### src/rtl/pc_seq_pkg.sv
// Shared types and defaults for the fetch-stage program-counter sequencer.
package pc_seq_pkg;

  localparam int D_DEF           = 12;
  localparam int NUM_TARGETS_DEF = 10;
  localparam int STACK_DEPTH_DEF = 4;

  typedef enum logic [1:0] {
    IDLE  = 2'd0,
    RUN   = 2'd1,
    DONE  = 2'd2,
    FAULT = 2'd3
  } pc_state_t;

  // Control operations in priority order: a lower value wins over a higher one.
  typedef enum logic [2:0] {
    CTL_STALL  = 3'd0,
    CTL_HALT   = 3'd1,
    CTL_RET    = 3'd2,
    CTL_CALL   = 3'd3,
    CTL_JUMP   = 3'd4,
    CTL_BRANCH = 3'd5,
    CTL_STEP   = 3'd6
  } ctl_op_t;

  // Collapse the raw control strobes into the single winning operation.
  function automatic ctl_op_t ctl_decode(input logic stall, input logic halt,
                                         input logic ret, input logic call,
                                         input logic jump, input logic taken);
    ctl_op_t op;
    if (stall)      op = CTL_STALL;
    else if (halt)  op = CTL_HALT;
    else if (ret)   op = CTL_RET;
    else if (call)  op = CTL_CALL;
    else if (jump)  op = CTL_JUMP;
    else if (taken) op = CTL_BRANCH;
    else            op = CTL_STEP;
    return op;
  endfunction

endpackage

### src/rtl/ret_stack.sv
// Return-address LIFO: clear wins over push, push over pop; overflow and
// underflow requests are ignored here (the sequencer faults before issuing them).
module ret_stack #(
  parameter int WIDTH = 12,
  parameter int DEPTH = 4
) (
  input  logic                           clk,
  input  logic                           rst_n,
  input  logic                           clear,
  input  logic                           push,
  input  logic                           pop,
  input  logic [WIDTH-1:0]               push_data,
  output logic [WIDTH-1:0]               top,
  output logic                           full,
  output logic                           empty,
  output logic [$clog2(DEPTH+1)-1:0]     depth
);

  localparam int CNT_W = $clog2(DEPTH+1);

  logic [WIDTH-1:0] mem_q [DEPTH];
  logic [WIDTH-1:0] mem_d [DEPTH];
  logic [CNT_W-1:0] depth_q;
  logic [CNT_W-1:0] depth_d;
  logic [WIDTH-1:0] top_s;

  assign full  = (depth_q == CNT_W'(DEPTH));
  assign empty = (depth_q == {CNT_W{1'b0}});
  assign depth = depth_q;
  assign top   = top_s;

  // Top-of-stack read: the entry just below the occupancy count.
  always_comb begin
    top_s = {WIDTH{1'b0}};
    for (int i = 0; i < DEPTH; i++) begin
      if (depth_q == CNT_W'(i + 1)) begin
        top_s = mem_q[i];
      end else begin
        top_s = top_s;
      end
    end
  end

  // Next-state for storage and occupancy.
  always_comb begin
    mem_d   = mem_q;
    depth_d = depth_q;
    if (clear) begin
      for (int i = 0; i < DEPTH; i++) mem_d[i] = {WIDTH{1'b0}};
      depth_d = {CNT_W{1'b0}};
    end else if (push && !full) begin
      for (int i = 0; i < DEPTH; i++) begin
        if (depth_q == CNT_W'(i)) mem_d[i] = push_data;
        else                      mem_d[i] = mem_q[i];
      end
      depth_d = depth_q + {{(CNT_W-1){1'b0}}, 1'b1};
    end else if (pop && !empty) begin
      depth_d = depth_q - {{(CNT_W-1){1'b0}}, 1'b1};
    end else begin
      depth_d = depth_q;
    end
  end

  // Storage and occupancy registers.
  always_ff @(posedge clk or negedge rst_n) begin
    if (!rst_n) begin
      mem_q   <= '{default: {WIDTH{1'b0}}};
      depth_q <= {CNT_W{1'b0}};
    end else begin
      mem_q   <= mem_d;
      depth_q <= depth_d;
    end
  end

endmodule

### src/rtl/pc_sequencer.sv
// Fetch-stage PC sequencer: run/done/fault FSM, next-PC mux and call/return stack.
module pc_sequencer import pc_seq_pkg::*; #(
  parameter int D           = D_DEF,
  parameter int NUM_TARGETS = NUM_TARGETS_DEF,
  parameter int STACK_DEPTH = STACK_DEPTH_DEF
) (
  input  logic                               Clk,
  input  logic                               Reset_n,
  input  logic                               Start,
  input  logic                               Stall,
  input  logic                               Halt,
  input  logic                               Jump,
  input  logic                               Branch,
  input  logic                               CondFlag,
  input  logic                               Call,
  input  logic                               Ret,
  input  logic [3:0]                         LutSel,
  input  logic [D-1:0]                       LutTarget,
  output logic [3:0]                         LutIdx,
  output logic [D-1:0]                       PC,
  output logic                               Busy,
  output logic                               Done,
  output logic                               Fault,
  output logic [$clog2(STACK_DEPTH+1)-1:0]   Depth
);

  localparam int DW = $clog2(STACK_DEPTH+1);

  pc_state_t      state_q, state_d;
  logic [D-1:0]   pc_q, pc_d;
  logic           busy_q, done_q, fault_q;
  logic [D-1:0]   pc_inc_s, top_s;
  logic           push_s, pop_s, clr_s;
  logic           full_s, empty_s, lut_bad_s;
  logic [DW-1:0]  depth_s;
  ctl_op_t        op_s;

  assign LutIdx    = LutSel;
  assign pc_inc_s  = pc_q + {{(D-1){1'b0}}, 1'b1};
  assign lut_bad_s = ({28'd0, LutSel} >= 32'(NUM_TARGETS));
  assign op_s      = ctl_decode(Stall, Halt, Ret, Call, Jump, Branch & CondFlag);

  assign PC    = pc_q;
  assign Busy  = busy_q;
  assign Done  = done_q;
  assign Fault = fault_q;
  assign Depth = depth_s;

  ret_stack #(.WIDTH(D), .DEPTH(STACK_DEPTH)) u_ret_stack (
    .clk       (Clk),
    .rst_n     (Reset_n),
    .clear     (clr_s),
    .push      (push_s),
    .pop       (pop_s),
    .push_data (pc_inc_s),
    .top       (top_s),
    .full      (full_s),
    .empty     (empty_s),
    .depth     (depth_s)
  );

  // Next state, next PC and stack strobes; on any fault PC keeps the offending address.
  always_comb begin
    state_d = state_q;
    pc_d    = pc_q;
    push_s  = 1'b0;
    pop_s   = 1'b0;
    clr_s   = 1'b0;
    case (state_q)
      RUN: begin
        case (op_s)
          CTL_STALL: state_d = RUN;
          CTL_HALT:  state_d = DONE;
          CTL_RET: begin
            if (empty_s) begin
              state_d = FAULT;
            end else begin
              pc_d  = top_s;
              pop_s = 1'b1;
            end
          end
          CTL_CALL: begin
            if (full_s || lut_bad_s) begin
              state_d = FAULT;
            end else begin
              pc_d   = LutTarget;
              push_s = 1'b1;
            end
          end
          CTL_JUMP, CTL_BRANCH: begin
            if (lut_bad_s) state_d = FAULT;
            else           pc_d    = LutTarget;
          end
          CTL_STEP: pc_d    = pc_inc_s;
          default:  state_d = FAULT;
        endcase
      end
      IDLE, DONE, FAULT: begin
        if (Start) begin
          state_d = RUN;
          pc_d    = {D{1'b0}};
          clr_s   = 1'b1;
        end else begin
          state_d = state_q;
        end
      end
      default: begin
        state_d = IDLE;
        pc_d    = {D{1'b0}};
        clr_s   = 1'b1;
      end
    endcase
  end

  // FSM state, PC and registered status outputs.
  always_ff @(posedge Clk or negedge Reset_n) begin
    if (!Reset_n) begin
      state_q <= IDLE;
      pc_q    <= {D{1'b0}};
      busy_q  <= 1'b0;
      done_q  <= 1'b0;
      fault_q <= 1'b0;
    end else begin
      state_q <= state_d;
      pc_q    <= pc_d;
      busy_q  <= (state_d == RUN);
      done_q  <= (state_d == DONE);
      fault_q <= (state_d == FAULT);
    end
  end

endmodule

### config.mk
export PLATFORM = sky130hd
export DESIGN_NAME = pc_sequencer
export DESIGN_NICKNAME = d
export VERILOG_FILES = /design/src/rtl/pc_seq_pkg.sv /design/src/rtl/ret_stack.sv /design/src/rtl/pc_sequencer.sv
export SDC_FILE = /design/constraint.sdc
export NUM_CORES = 1
export LEC_CHECK = 0
export CORE_ASPECT_RATIO = 1.25
export CORE_MARGIN = 2
export CORE_UTILIZATION = 51
export CTS_BUF_LIST = sky130_fd_sc_hd__clkbuf_16
export CTS_CLUSTER_SIZE = 30
export DETAILED_ROUTE_END_ITERATION = 16
export GPL_ROUTABILITY_DRIVEN = 0
export PLACE_DENSITY = 0.77
export SLEW_MARGIN = 20
export SYNTH_ARGS = -nofsm -noshare
export SYNTH_HDL_FRONTEND = slang
export SYNTH_HIERARCHICAL = 1
export SYNTH_SLANG_ARGS = --single-unit
### constraint.sdc
create_clock -name Clk -period 2.7 [get_ports Clk]
set_clock_uncertainty 0.2 [all_clocks]
set_input_delay 0.54 -clock Clk [delete_from_list [all_inputs] [get_ports Clk]]
set_output_delay 0.54 -clock Clk [all_outputs]
set_load 0.005 [all_outputs]
==> results.md <==
* Post-synth EDFFs at 0
* CTS hold repair buffers at 0
* Sw Share at 23.54%
* Sequential share of the synthesized area at 41.74%
* Final instance area at 5079 sq um
* Layout cells sized above 1 at 16.09%
* Worst EP required at 2710 ps
* Max-cap violations at 0
* Status: finished, final reports clean
* Clock power frac at 49.4%
* CP Capture Type: register
* Slew headroom at 59.27%
* Crit path kind: register to register
* Hold Vio Cnt, Final at 0
* Global-route wire length before repair at 17.68 mm
* Hold WC Path Type: input port to async pin
* CTS max path bufs at 2
* Die height at 104.0 um
* Arr. time, crit path at 2540 ps
* Critical path's slowest cell: dfrtp_2
* Pwr Density at 536.4 nW/um^2
* Unrepaired setup endpoints after global routing: no
* Leak at 2.111 nW
* Final Cycle Share at 93.92%
* CTS tree: yes
* CTS root buffer: clkbuf_16
* CP max FO at 26
* Final count of negative-setup-slack endpoints at 0
* Slew Limit Fails at 0
* Maximum clock rate at 394.3 MHz
* Routed WL at 10.71 mm
* Core area at 7792 sq um
* Initial antenna violation count at 0
* 1st-iter DRT viols at 330
* Comb power frac at 11.5%
* Post-Syn Nets at 491
* Yosys reg bits at 68
* CTS H-tree depth at 3
* CP startpoint kind: register
* Port Buf Inserts at 45
* Nets@finish at 544
* CP cell instances: inv_1 -> ha_1 -> buf_12 -> nor2b_4 -> buf_4 -> a221oi_2 -> nor3_1 -> a221o_1 -> o21ai_0 -> o22ai_1
* Yosys warns at 6
* Vias in the first global route at 3581
* Post-Syn Area per Cell at 8.900 sq um
* WP buf/inv at 3
* Register Area at 1703 sq um
* Post-Synthesis Cell Area at 4076 sq um
* Area of the multi-input gates at 2108 sq um
* Area delta synth->final at 24.59%
* FP Rows at 36
* Largest stage delay, worst path at 440 ps
* Starting Density at 52.31%
* Area post-placement at 4696 sq um
* CP startpoint: u_ret_stack/depth[0]
* I/O pin count at 48
* Clock Latency Late Sink at 330 ps
* Largest net degree at the start of global routing at 69
* Fin cells at 611
* Placed cells at 593
* Antenna-violating nets left at 0
* 1st-pass router iterations at 5
* Wire length per cell at 17.53 um
* Worst-margin pin slew at 606.6 ps
* Psw at 0.6413 mW
* VDD IR max at 0.3439 mV
* Clk sinks at 68
* Library cells used by synthesis at 56
* Async set-reset flop share out of synthesis at 100.0%
* Area of the die at 8729 sq um
* DPL Wire Length at 7.254 mm
* Post-Syn Instances at 458
* Final TNS setup at 0 ps
* Int Power at 2.083 mW
* Power Total at 2.724 mW
* Vias at 3761
* DIE WIDTH at 83.97 um
* GR Overflow Total at 0
* Sequential Power Share at 39.1%
* Remaining DRCs at 0
* Via density at 6.155
* GRT Total Usage at 24.92%
* Final Critical Period at 2536 ps
* Fillers at 609
* RR Startpoint: u_ret_stack/depth[0]
* Synth Flop Type: dfrtp_1
* Clk pin slew, worst setup/hold paths at 50 ps
* Critical path's top delay family: compound AO/OA/AOI/OAI gates
* Num CTS Buffers at 9
* ANT cells at 0
## final cells by class
class | count | share of cell area [%]
clock inverters | 7 | 2.291
multi-input cells | 340 | 41.51
clock buffers | 9 | 4.435
inverters | 11 | 0.8130
flip-flops and latches | 68 | 33.53
repair buffers | 81 | 15.08
well taps | 95 | 2.340
## synth_stat cells, types with 3 or more instances
cell type	count	share of area (%)
nor2_1	18	1.7
dfrtp_1	68	42
buf_6	8	2.2
inv_1	10	0.92
ha_1	7	2.1
o21ai_0	9	1.1
nor3_1	15	1.8
o2bb2ai_1	5	1.1
xor2_1	6	1.3
a221o_1	15	3.7
a221oi_2	10	3.7
xnor2_1	4	0.86
buf_4	8	1.5
clkbuf_1	11	1.0
o31ai_1	3	0.55
nand2b_1	4	0.61
buf_2	11	1.4
nand2_1	78	7.2
a21oi_1	57	7.0
nor2b_1	13	2.0
nand3_1	43	5.3
a221oi_1	6	1.3
o211ai_1	3	0.55
o22ai_1	6	0.92
## power groups by stage
| stage | combinational (mW) | sequential [mW] | clock, mW |
|---|---|---|---|
| 2_1_floorplan | 0.146 | 1.08 | 0 |
| 3_3_place_gp | 0.302 | 1.08 | 0 |
| 3_5_place_dp | 0.305 | 1.08 | 0 |
| 4_1_cts | 0.308 | 1.07 | 1.35 |
| 5_1_grt | 0.339 | 1.07 | 1.40 |
| 6_report | 0.313 | 1.07 | 1.34 |
## flip-flops by register name, summed over array words and instances, names as in the netlist
name	cells
state_q	2
Busy	1
u_ret_stack/depth	3
Fault	1
PC	12
u_ret_stack/mem_q	48
Done	1
## placed cells by master, fill, tap and decap left out, drive strengths merged, types with 4 or more instances in the layout
master and n:
clkbuf 9, nand2 79, nand3 43, clkdlybuf4s50 44, buf 37, a221o 15
a21oi 58, ha 7, inv 11, a221oi 16, nor3 16, nor2b 15
o21ai 10, nand2b 6, dfrtp 68, xor2 6, nor2 18, o2bb2ai 5
clkinv 4, xnor2 4, o22ai 6
## routing by layer
layer	GRT usage (%)	wire, um	up-vias
li1	-	-	1759
met1	31.24	4328	1822
met2	42.51	5508	158
met3	5.238	664	22
met4	8.641	206	0
met5	0	0	-
## what timing repair did
action | CTS | global route
setup endpoints to repair | 0 | 53
buffers inserted | 0 | 2
resized for setup | 0 | 7
## stage by stage
| step | util [%] | hold WS, ps | worst slack [ps] |
|---|---|---|---|
| global placement | 60.26 | 310.5 | -101.2 |
| floorplan | - | 44.41 | 98.24 |
| CTS | 64.64 | 44.77 | 1.267 |
| detailed placement | 60.26 | 315.7 | -148.7 |
| finish | 65.17 | 22.16 | 164.1 |
| global route | 65.17 | 43.93 | 11.68 |
## final timing paths
kind | to | cells after the start | slack [ps]
max in group asynchronous | Busy | 2 | 1990
hold / removal | u_ret_stack/depth[0] | 2 | 20
min in group Clk | u_ret_stack/mem_q[10] | 2 | 320
setup / recovery | PC[5] | 10 | 160
hold reg to reg | u_ret_stack/mem_q[10] | 2 | 320
setup reg to reg | PC[5] | 10 | 160
## kinds of logic after synthesis
kind of cell	count (synthesis)	synth area share [%]
adders and majority gates	7	2.148
AOI/OAI and AO/OA	133	24.28
and+or+nand+nor	190	22.53
xor gates and xnor gates	10	2.148
buffers and inverters	50	7.152
DFF	68	41.74
(Power assumes the default switching activity.)
